==> src/rtl/divider_if.sv <==
// Handshake and result bundle between the CPU and the divider.
// The CPU side is the master; the divider is the slave.
interface divider_if;
   logic        start;
   logic [7:0]  op;
   logic [31:0] a;
   logic [31:0] b;
   logic [31:0] c;
   logic        busy;
   logic        valid;
   logic        div_by_zero;
   logic        is_zero;
   logic        is_negative;

   modport master (
      output start, op, a, b,
      input  c, busy, valid, div_by_zero, is_zero, is_negative
   );

   modport slave (
      input  start, op, a, b,
      output c, busy, valid, div_by_zero, is_zero, is_negative
   );
endinterface

==> src/rtl/divider.sv <==
// Multi-cycle 32-bit restoring divider (divu/divs/remu/rems).
// The latency is fixed: 32 iterations plus one fixup cycle.
module divider (
   input  logic     clk,
   input  logic     reset,
   divider_if.slave bus
);

   typedef enum logic [1:0] {
      IDLE,
      DIVIDE,
      FIXUP
   } state_t;

   state_t      state_q;
   logic [4:0]  cnt_q;
   logic [32:0] rem_q;
   logic [31:0] quo_q;
   logic [31:0] mb_q;
   logic [31:0] a_q;
   logic [31:0] c_q;
   logic        sa_q;
   logic        sb_q;
   logic        remop_q;
   logic        bz_q;
   logic        busy_q;
   logic        valid_q;
   logic        dbz_q;

   logic        accept;
   logic        sgn;
   logic [31:0] ma;
   logic [31:0] mb;
   logic [32:0] rsh;
   logic [32:0] diff;
   logic [32:0] rem_d;
   logic [31:0] quo_d;
   logic [31:0] qres;
   logic [31:0] rres;
   logic [31:0] res_d;
   logic        unused_bits;

   // Operand decode, one restoring step and final sign fixup.
   always_comb begin
      sgn    = bus.op[0];
      accept = bus.start && (bus.op[4:2] == 3'b101);
      ma     = (sgn && bus.a[31]) ? -bus.a : bus.a;
      mb     = (sgn && bus.b[31]) ? -bus.b : bus.b;
      rsh    = {rem_q[31:0], quo_q[31]};
      diff   = rsh - {1'b0, mb_q};
      if (rsh >= {1'b0, mb_q}) begin
         rem_d = diff;
         quo_d = {quo_q[30:0], 1'b1};
      end else begin
         rem_d = rsh;
         quo_d = {quo_q[30:0], 1'b0};
      end
      qres = (sa_q ^ sb_q) ? -quo_q : quo_q;
      rres = sa_q ? -rem_q[31:0] : rem_q[31:0];
      if (bz_q) begin
         res_d = remop_q ? a_q : 32'hFFFF_FFFF;
      end else begin
         res_d = remop_q ? rres : qres;
      end
   end

   // The partial remainder never exceeds 32 bits after a step.
   assign unused_bits = ^{bus.op[7:5], rem_q[32]};

   // Control FSM with registered result and status outputs.
   always_ff @(posedge clk) begin
      if (reset) begin
         state_q <= IDLE;
         cnt_q   <= '0;
         rem_q   <= '0;
         quo_q   <= '0;
         mb_q    <= '0;
         a_q     <= '0;
         c_q     <= '0;
         sa_q    <= 1'b0;
         sb_q    <= 1'b0;
         remop_q <= 1'b0;
         bz_q    <= 1'b0;
         busy_q  <= 1'b0;
         valid_q <= 1'b0;
         dbz_q   <= 1'b0;
      end else begin
         valid_q <= 1'b0;
         unique case (state_q)
            IDLE: begin
               if (accept) begin
                  state_q <= DIVIDE;
                  cnt_q   <= 5'd31;
                  rem_q   <= '0;
                  quo_q   <= ma;
                  mb_q    <= mb;
                  a_q     <= bus.a;
                  sa_q    <= sgn & bus.a[31];
                  sb_q    <= sgn & bus.b[31];
                  remop_q <= bus.op[1];
                  bz_q    <= (bus.b == 32'd0);
                  busy_q  <= 1'b1;
                  dbz_q   <= 1'b0;
               end
            end
            DIVIDE: begin
               rem_q <= rem_d;
               quo_q <= quo_d;
               cnt_q <= cnt_q - 5'd1;
               if (cnt_q == 5'd0) begin
                  state_q <= FIXUP;
               end
            end
            FIXUP: begin
               c_q     <= res_d;
               dbz_q   <= bz_q;
               valid_q <= 1'b1;
               busy_q  <= 1'b0;
               state_q <= IDLE;
            end
            default: begin
               state_q <= IDLE;
               busy_q  <= 1'b0;
            end
         endcase
      end
   end

   assign bus.c           = c_q;
   assign bus.busy        = busy_q;
   assign bus.valid       = valid_q;
   assign bus.div_by_zero = dbz_q;
   assign bus.is_zero     = (c_q == 32'd0);
   assign bus.is_negative = c_q[31];

endmodule

==> src/flat_wrapper.sv <==
// flat-port wrapper written by rule: the top's interface ports become plain ports
module divider_flat 
  (clk, reset, bus_start, bus_op, bus_a, bus_b, bus_c, bus_busy, bus_valid, bus_div_by_zero, bus_is_zero, bus_is_negative);
  divider_if bus_i ();
  input  logic clk;
  input  logic reset;
  input wire logic [$bits(bus_i.start)-1:0] bus_start;
  input wire logic [$bits(bus_i.op)-1:0] bus_op;
  input wire logic [$bits(bus_i.a)-1:0] bus_a;
  input wire logic [$bits(bus_i.b)-1:0] bus_b;
  output wire logic [$bits(bus_i.c)-1:0] bus_c;
  output wire logic [$bits(bus_i.busy)-1:0] bus_busy;
  output wire logic [$bits(bus_i.valid)-1:0] bus_valid;
  output wire logic [$bits(bus_i.div_by_zero)-1:0] bus_div_by_zero;
  output wire logic [$bits(bus_i.is_zero)-1:0] bus_is_zero;
  output wire logic [$bits(bus_i.is_negative)-1:0] bus_is_negative;
  assign bus_i.start = bus_start;
  assign bus_i.op = bus_op;
  assign bus_i.a = bus_a;
  assign bus_i.b = bus_b;
  assign bus_c = bus_i.c;
  assign bus_busy = bus_i.busy;
  assign bus_valid = bus_i.valid;
  assign bus_div_by_zero = bus_i.div_by_zero;
  assign bus_is_zero = bus_i.is_zero;
  assign bus_is_negative = bus_i.is_negative;
  divider u_core (.clk(clk), .reset(reset), .bus(bus_i));
endmodule
==> config.mk <==
export PLATFORM = sky130hd
export DESIGN_NAME = divider_flat
export DESIGN_NICKNAME = d
export VERILOG_FILES = /design/src/rtl/divider_if.sv /design/src/rtl/divider.sv /design/src/flat_wrapper.sv
export SDC_FILE = /design/constraint.sdc
export NUM_CORES = 1
export LEC_CHECK = 0
export ABC_AREA = 1
export CORE_MARGIN = 2
export CORE_UTILIZATION = 34
export CTS_CLUSTER_DIAMETER = 150
export CTS_CLUSTER_SIZE = 40
export DETAILED_ROUTE_END_ITERATION = 8
export SETUP_SLACK_MARGIN = 0.5
export SYNTH_ARGS = -nofsm -noshare
export SYNTH_HDL_FRONTEND = slang
export SYNTH_SLANG_ARGS = --single-unit
==> constraint.sdc <==
create_clock -name clk -period 6.5 [get_ports clk]
set_clock_uncertainty 0.1 [all_clocks]
set_input_delay 1.95 -clock clk [delete_from_list [all_inputs] [get_ports clk]]
set_output_delay 1.95 -clock clk [all_outputs]
set_load 0.02 [all_outputs]
# ---- Word-level counts from Yosys, hierarchy flattened
# Index checks and enable logic that the tools add are counted.
dict set report word_totals {
  word_cells 67
  inputBits 75
  register_bits 174
  out_inout_bits 37
}
dict set report op_classes {
  addsub 6
  mux 23
  n_bitwise 4
  order_cmp 1
  n_reduce_logical 14
  eq_ne 5
}
# cell count
set op_table {}
lappend op_table {{32-bit 2-to-1 mux} 10}
lappend op_table {{32-bit negation} 4}
lappend op_table {{32-bit one-hot mux with 2 select lines} 2}
lappend op_table {{32-bit logical NOT} 2}
lappend op_table {{33-bit by 32-bit >= comparator with 1-bit output} 1}
lappend op_table {{32-bit subtractor} 1}
lappend op_table {{5-bit one-hot mux with 2 select lines} 1}
lappend op_table {{2-bit AND reduction} 5}
lappend op_table {{5-bit logical NOT} 1}
lappend op_table {{5-bit 2-to-1 mux} 1}
lappend op_table {{5-bit by 1-bit subtractor with 5-bit output (second input constant)} 1}
lappend op_table {{1-bit 2-to-1 mux} 4}
lappend op_table {{2-bit 2-to-1 mux} 2}
lappend op_table {{2-bit by 1-bit != test with 1-bit output (second input constant)} 2}
lappend op_table {{1-bit one-hot mux with 2 select lines} 2}
lappend op_table {{2-bit one-hot mux with 2 select lines} 1}
lappend op_table {{2-bit nonzero test} 2}
lappend op_table {{3-bit == test (second input constant)} 1}
lappend op_table {{1-bit logical AND} 3}
lappend op_table {{1-bit bitwise AND} 2}
lappend op_table {{2-bit by 1-bit == test with 1-bit output (second input constant)} 1}
lappend op_table {{2-bit == test (second input constant)} 1}
lappend op_table {{2-bit logical NOT} 1}
lappend op_table {{1-bit inverter} 1}
lappend op_table {{1-bit XOR} 1}

# ---- Depth between registers and ports, before layout
dict set report logic_depth {
  depth_word 4
  ltp_mapped 17
  mapped_depth_nobuf 16
}

# ---- Worst setup path after synthesis
# OpenSTA, ideal clock, no wires.
dict set report synth_path {
  path_kind {in2reg}
  startpoint {input bus_b[0]}
  endpoint {register u_core.mb_q[28]}
  t_arrival_ps 3259
  n_path_buf 0
  required_time_ps 6291
  setup_slack_ps 3032
  stages 13
  setup_ps 109
  cell_sequence {inv_1 > ha_1 > nand3_1 > nor2_1 > nand2_1 > nor2_2 > nand3_1 > o21ai_1 > o21ai_0 > nand2_1 > nand3_1 > nand2_1 > inv_1}
}
dict set report synth_via {
  elab_chain_cells 2
}
# item line
set synth_rtl {}
lappend synth_rtl {{start, declared} flat_wrapper.sv:10} ;# input wire logic [$bits(bus_i.b)-1:0] bus_b;
lappend synth_rtl {{32-bit negation} divider.sv:48} ;# mb = (sgn && bus.b[31]) ? -bus.b : bus.b;
lappend synth_rtl {{32-bit 2-to-1 mux} divider.sv:48}
lappend synth_rtl {{end signal, assigned} divider.sv:96} ;# mb_q <= mb;
lappend synth_rtl {{end, declared} divider.sv:19} ;# logic [31:0] mb_q;
# No other way between the ends.
# A chain may end at the register's enable or synchronous reset.

# ---- Worst setup path in the final report
dict set report layout_path {
  startpoint {register u_core.c_q[0], in the netlist u_core.bus.c[0]}
  endpoint {output bus_is_zero}
}
dict set report layout_via {
  elab_chain_cells 1
}
# item line
set layout_rtl {}
lappend layout_rtl {{start, declared} divider.sv:21} ;# logic [31:0] c_q;
lappend layout_rtl {{start signal, assigned} divider.sv:115} ;# c_q <= res_d;
lappend layout_rtl {{32-bit logical NOT} divider.sv:133} ;# assign bus.is_zero = (c_q == 32'd0);
lappend layout_rtl {{end, declared} flat_wrapper.sv:15} ;# output wire logic [$bits(bus_i.is_zero)-1:0] bus_is_zero;
# No other way between the ends.

==> reports/metrics.cfg <==
[run_status]
status=completed

[cts]
clk_pin_slew_ps=70
clkLatencyLatePin_ps=460
cts_tree=done
cts_resized=0
hold_buffers=0
clock-sinks=174
cts_buffers=17
cts_max_path_buffers=2
cts-root-buf=clkbuf_16
cts-htree-levels=4
postCtsSetupRepairBufs=0

[detailed_routing]
wire_per_inst_um=17.5
num_vias=14200
totalWireLength_um=47900
ant_nets=0
drt-initial-drc-count=1320
drt_first_pass_iters=5
vias_per_cell=5.20
drc=0

[yosys]
syn_nets=2268
yosysWarnings=0
ys_ff_latch=174
syn_area_per_cell_um2=6.00
yosysMostFrequentCell=nand2_1
syn-cell-area_um2=12900
synthTopCellsByArea=dfxtp_1 (27%), nand2_1 (17%), inv_1 (8.6%), nand3_1 (7.7%), o21ai_0 (6.0%)
synth_top_area_share_pct=26.9
netlist_top_cells_count=nand2_1 (570), inv_1 (296), nand3_1 (200), nor2_1 (196), dfxtp_1 (174)
yosysTopAreaCell=dfxtp_1
synthCells=2154
ys_seq_area_share_pct=26.9
synth_async_sr_flop_share_pct=0
synth-edff-count=0
ys.flop_type=dfxtp_1
synth.distinct_cells=52

[sta]
fin_crit_ps=4670
fmax_ghz=0.214
setup_tns_ps=0
rsz0062_at_grt=no
fin_crit_sh_pct=71.9
relSlewSlack_pct=31.7
worst_pin_slew_ps=1020
final-setup-viol-count=0
maxSlewViolCount=0
finalHoldViolations=0
hold-worst-slack_ps=357

[grt]
grt.total_usage_pct=24.4
grt_pass1_vias=12800
grt-ovfl-total=0
grt_max_degree=87
grt_pass1_wl_um=73600
antenna_found_initial=0

[pwr]
internal_power_w=0.00203
ir_drop_uv=193
power_density_nw_per_um2=219
clkPwrFrac_pct=33.5
leakagePower_nw=7.17
seq_power_share_pct=34.0
sw_frac_of_total_pct=38.4
comb_power_share_pct=32.5
p_switching_w=0.00126

[die]
rows=71
die_y_um=199
core_area_um2=37600
start_util_pct=34.4
die_w_um=199
die_area_um2=39600
ios=112

[critical_path]
critPathTopFamily=simple AND/OR/NAND/NOR gates
slowest_stage=nor4_1
crit_path_start_kind=flip-flop
worst-setup-path-type=reg2out
cp_cell_sequence=nor4_1, nand4_1, nor2_1, clkdlybuf4s50_1
worstSetupEndpointType=output pin
rrSetupSlack_ps=3610
critPathArrivalTime_ps=2620
required_ps=4450
max_stage_delay_ps=710
worstPathMaxFanout=3
cp_num_buf_inv=1

[placed_design]
dpl_cell_area_um2=14400
routabilityCongestion=0.964
portBuffers=108
place_hpwl_um=38000

[min_path]
hold_class=reg2reg

[final_layout]
syn_to_final_growth_pct=16.2
final_nets=2331
fin_area_um2=15000
antenna_cells=0
multi_input_area_um2=7940
regArea_um2=3480
n_fill_cell=4124
drive_gt1_share_pct=5.43

[job]
maxCapViolations=0

## worst min-delay path, stage by stage (launching register included)
cell     delay (ps)
dfxtp_1         300
inv_1            60
a21oi_1          50
## final cells by class
| class | instances | share of cell area (%) |
|---|---|---|
| multi-input cells | 1590 | 52.8 |
| flip-flops and latches | 174 | 23.2 |
| repair buffers | 122 | 7.86 |
| inverters | 312 | 7.79 |
| well taps | 511 | 4.25 |
| clock buffers | 18 | 2.92 |
| clock inverters | 14 | 1.18 |
## layer usage
metal | GRT usage [%] | routed length [µm] | vias to the layer above
met3 | 4.98 | 3770 | 53
met2 | 36.2 | 20000 | 507
met1 | 35.3 | 23100 | 6533
li1 | - | - | 7151
met4 | 6.91 | 958 | 0
met5 | 0 | 0 | -
## power groups by stage
stage	combinational [W]	clock, W	sequential [W]
3_3_place_gp	0.00104	0	0.00114
2_1_floorplan	0.000780	0	0.00113
3_5_place_dp	0.00105	0	0.00114
5_1_grt	0.00119	0.00116	0.00112
4_1_cts	0.00105	0.00112	0.00112
6_report	0.00107	0.00110	0.00112
## flip-flops by register name (all words and copies together) (netlist names)
name / cells
u_core.sa_q: 1
u_core.state_q: 2
u_core.bus.div_by_zero: 1
u_core.mb_q: 32
u_core.cnt_q: 5
u_core.bus.busy: 1
u_core.bus.c: 32
u_core.bus.valid: 1
u_core.rem_q: 32
u_core.bz_q: 1
u_core.a_q: 32
u_core.remop_q: 1
u_core.quo_q: 32
u_core.sb_q: 1
## per-stage QoR
stage	std cells	setup slack [ps]	total power, W	util [%]
after CTS	2741	1750	0.00329	40.0
final	2741	1830	0.00329	40.0
after global routing	2741	1690	0.00347	40.0
after detailed placement	2709	1770	0.00219	38.4
after global placement	2709	1740	0.00218	38.4
after floorplan	2154	3030	0.00191	-
## kinds of logic (layout without fill, tap and decap cells)
| family | Yosys count | count (layout) | synth area share (%) |
|---|---|---|---|
| and+or+nand+nor | 1095 | 1095 | 36.6 |
| AOI/OAI and AO/OA | 409 | 409 | 17.6 |
| buffers and inverters | 390 | 466 | 11.8 |
| DFF | 174 | 174 | 26.9 |
| xor gates and xnor gates | 47 | 47 | 3.18 |
| adders and majority gates | 39 | 39 | 3.83 |
## cell usage in the layout (no fill, tap or decap), drive strengths merged
cell           count
clkinv             7
buf               15
o211ai            17
clkbuf            18
nand4             30
o21ai            171
o22ai             26
xnor2             17
a32o               3
a21oi            149
o21a               3
nand2            585
a311oi             1
nor4              14
ha                38
o221ai             7
nand3b             6
a221oi             1
bufinv             2
o21bai             8
clkdlybuf4s50    107
o31ai              5
o41ai              1
a22oi              1
nand2b             1
nand3            203
dfxtp            174
nor2             215
a31oi             10
xor2              30
fa                 1
inv              315
a211oi             5
a32oi              1
or2               12
clkinvlp           2
nor3b              1
nor3              28
## final timing paths
path	from	to	depth (start not counted)
worst min register to register	u_core.a_q[27]	u_core.a_q[27]	2
worst max-delay path	u_core.bus.c[0]	bus_is_zero	4
worst min-delay path	u_core.a_q[27]	u_core.a_q[27]	2
worst max register to register	u_core.remop_q	u_core.bus.c[5]	7
(Power assumes the default switching activity.)
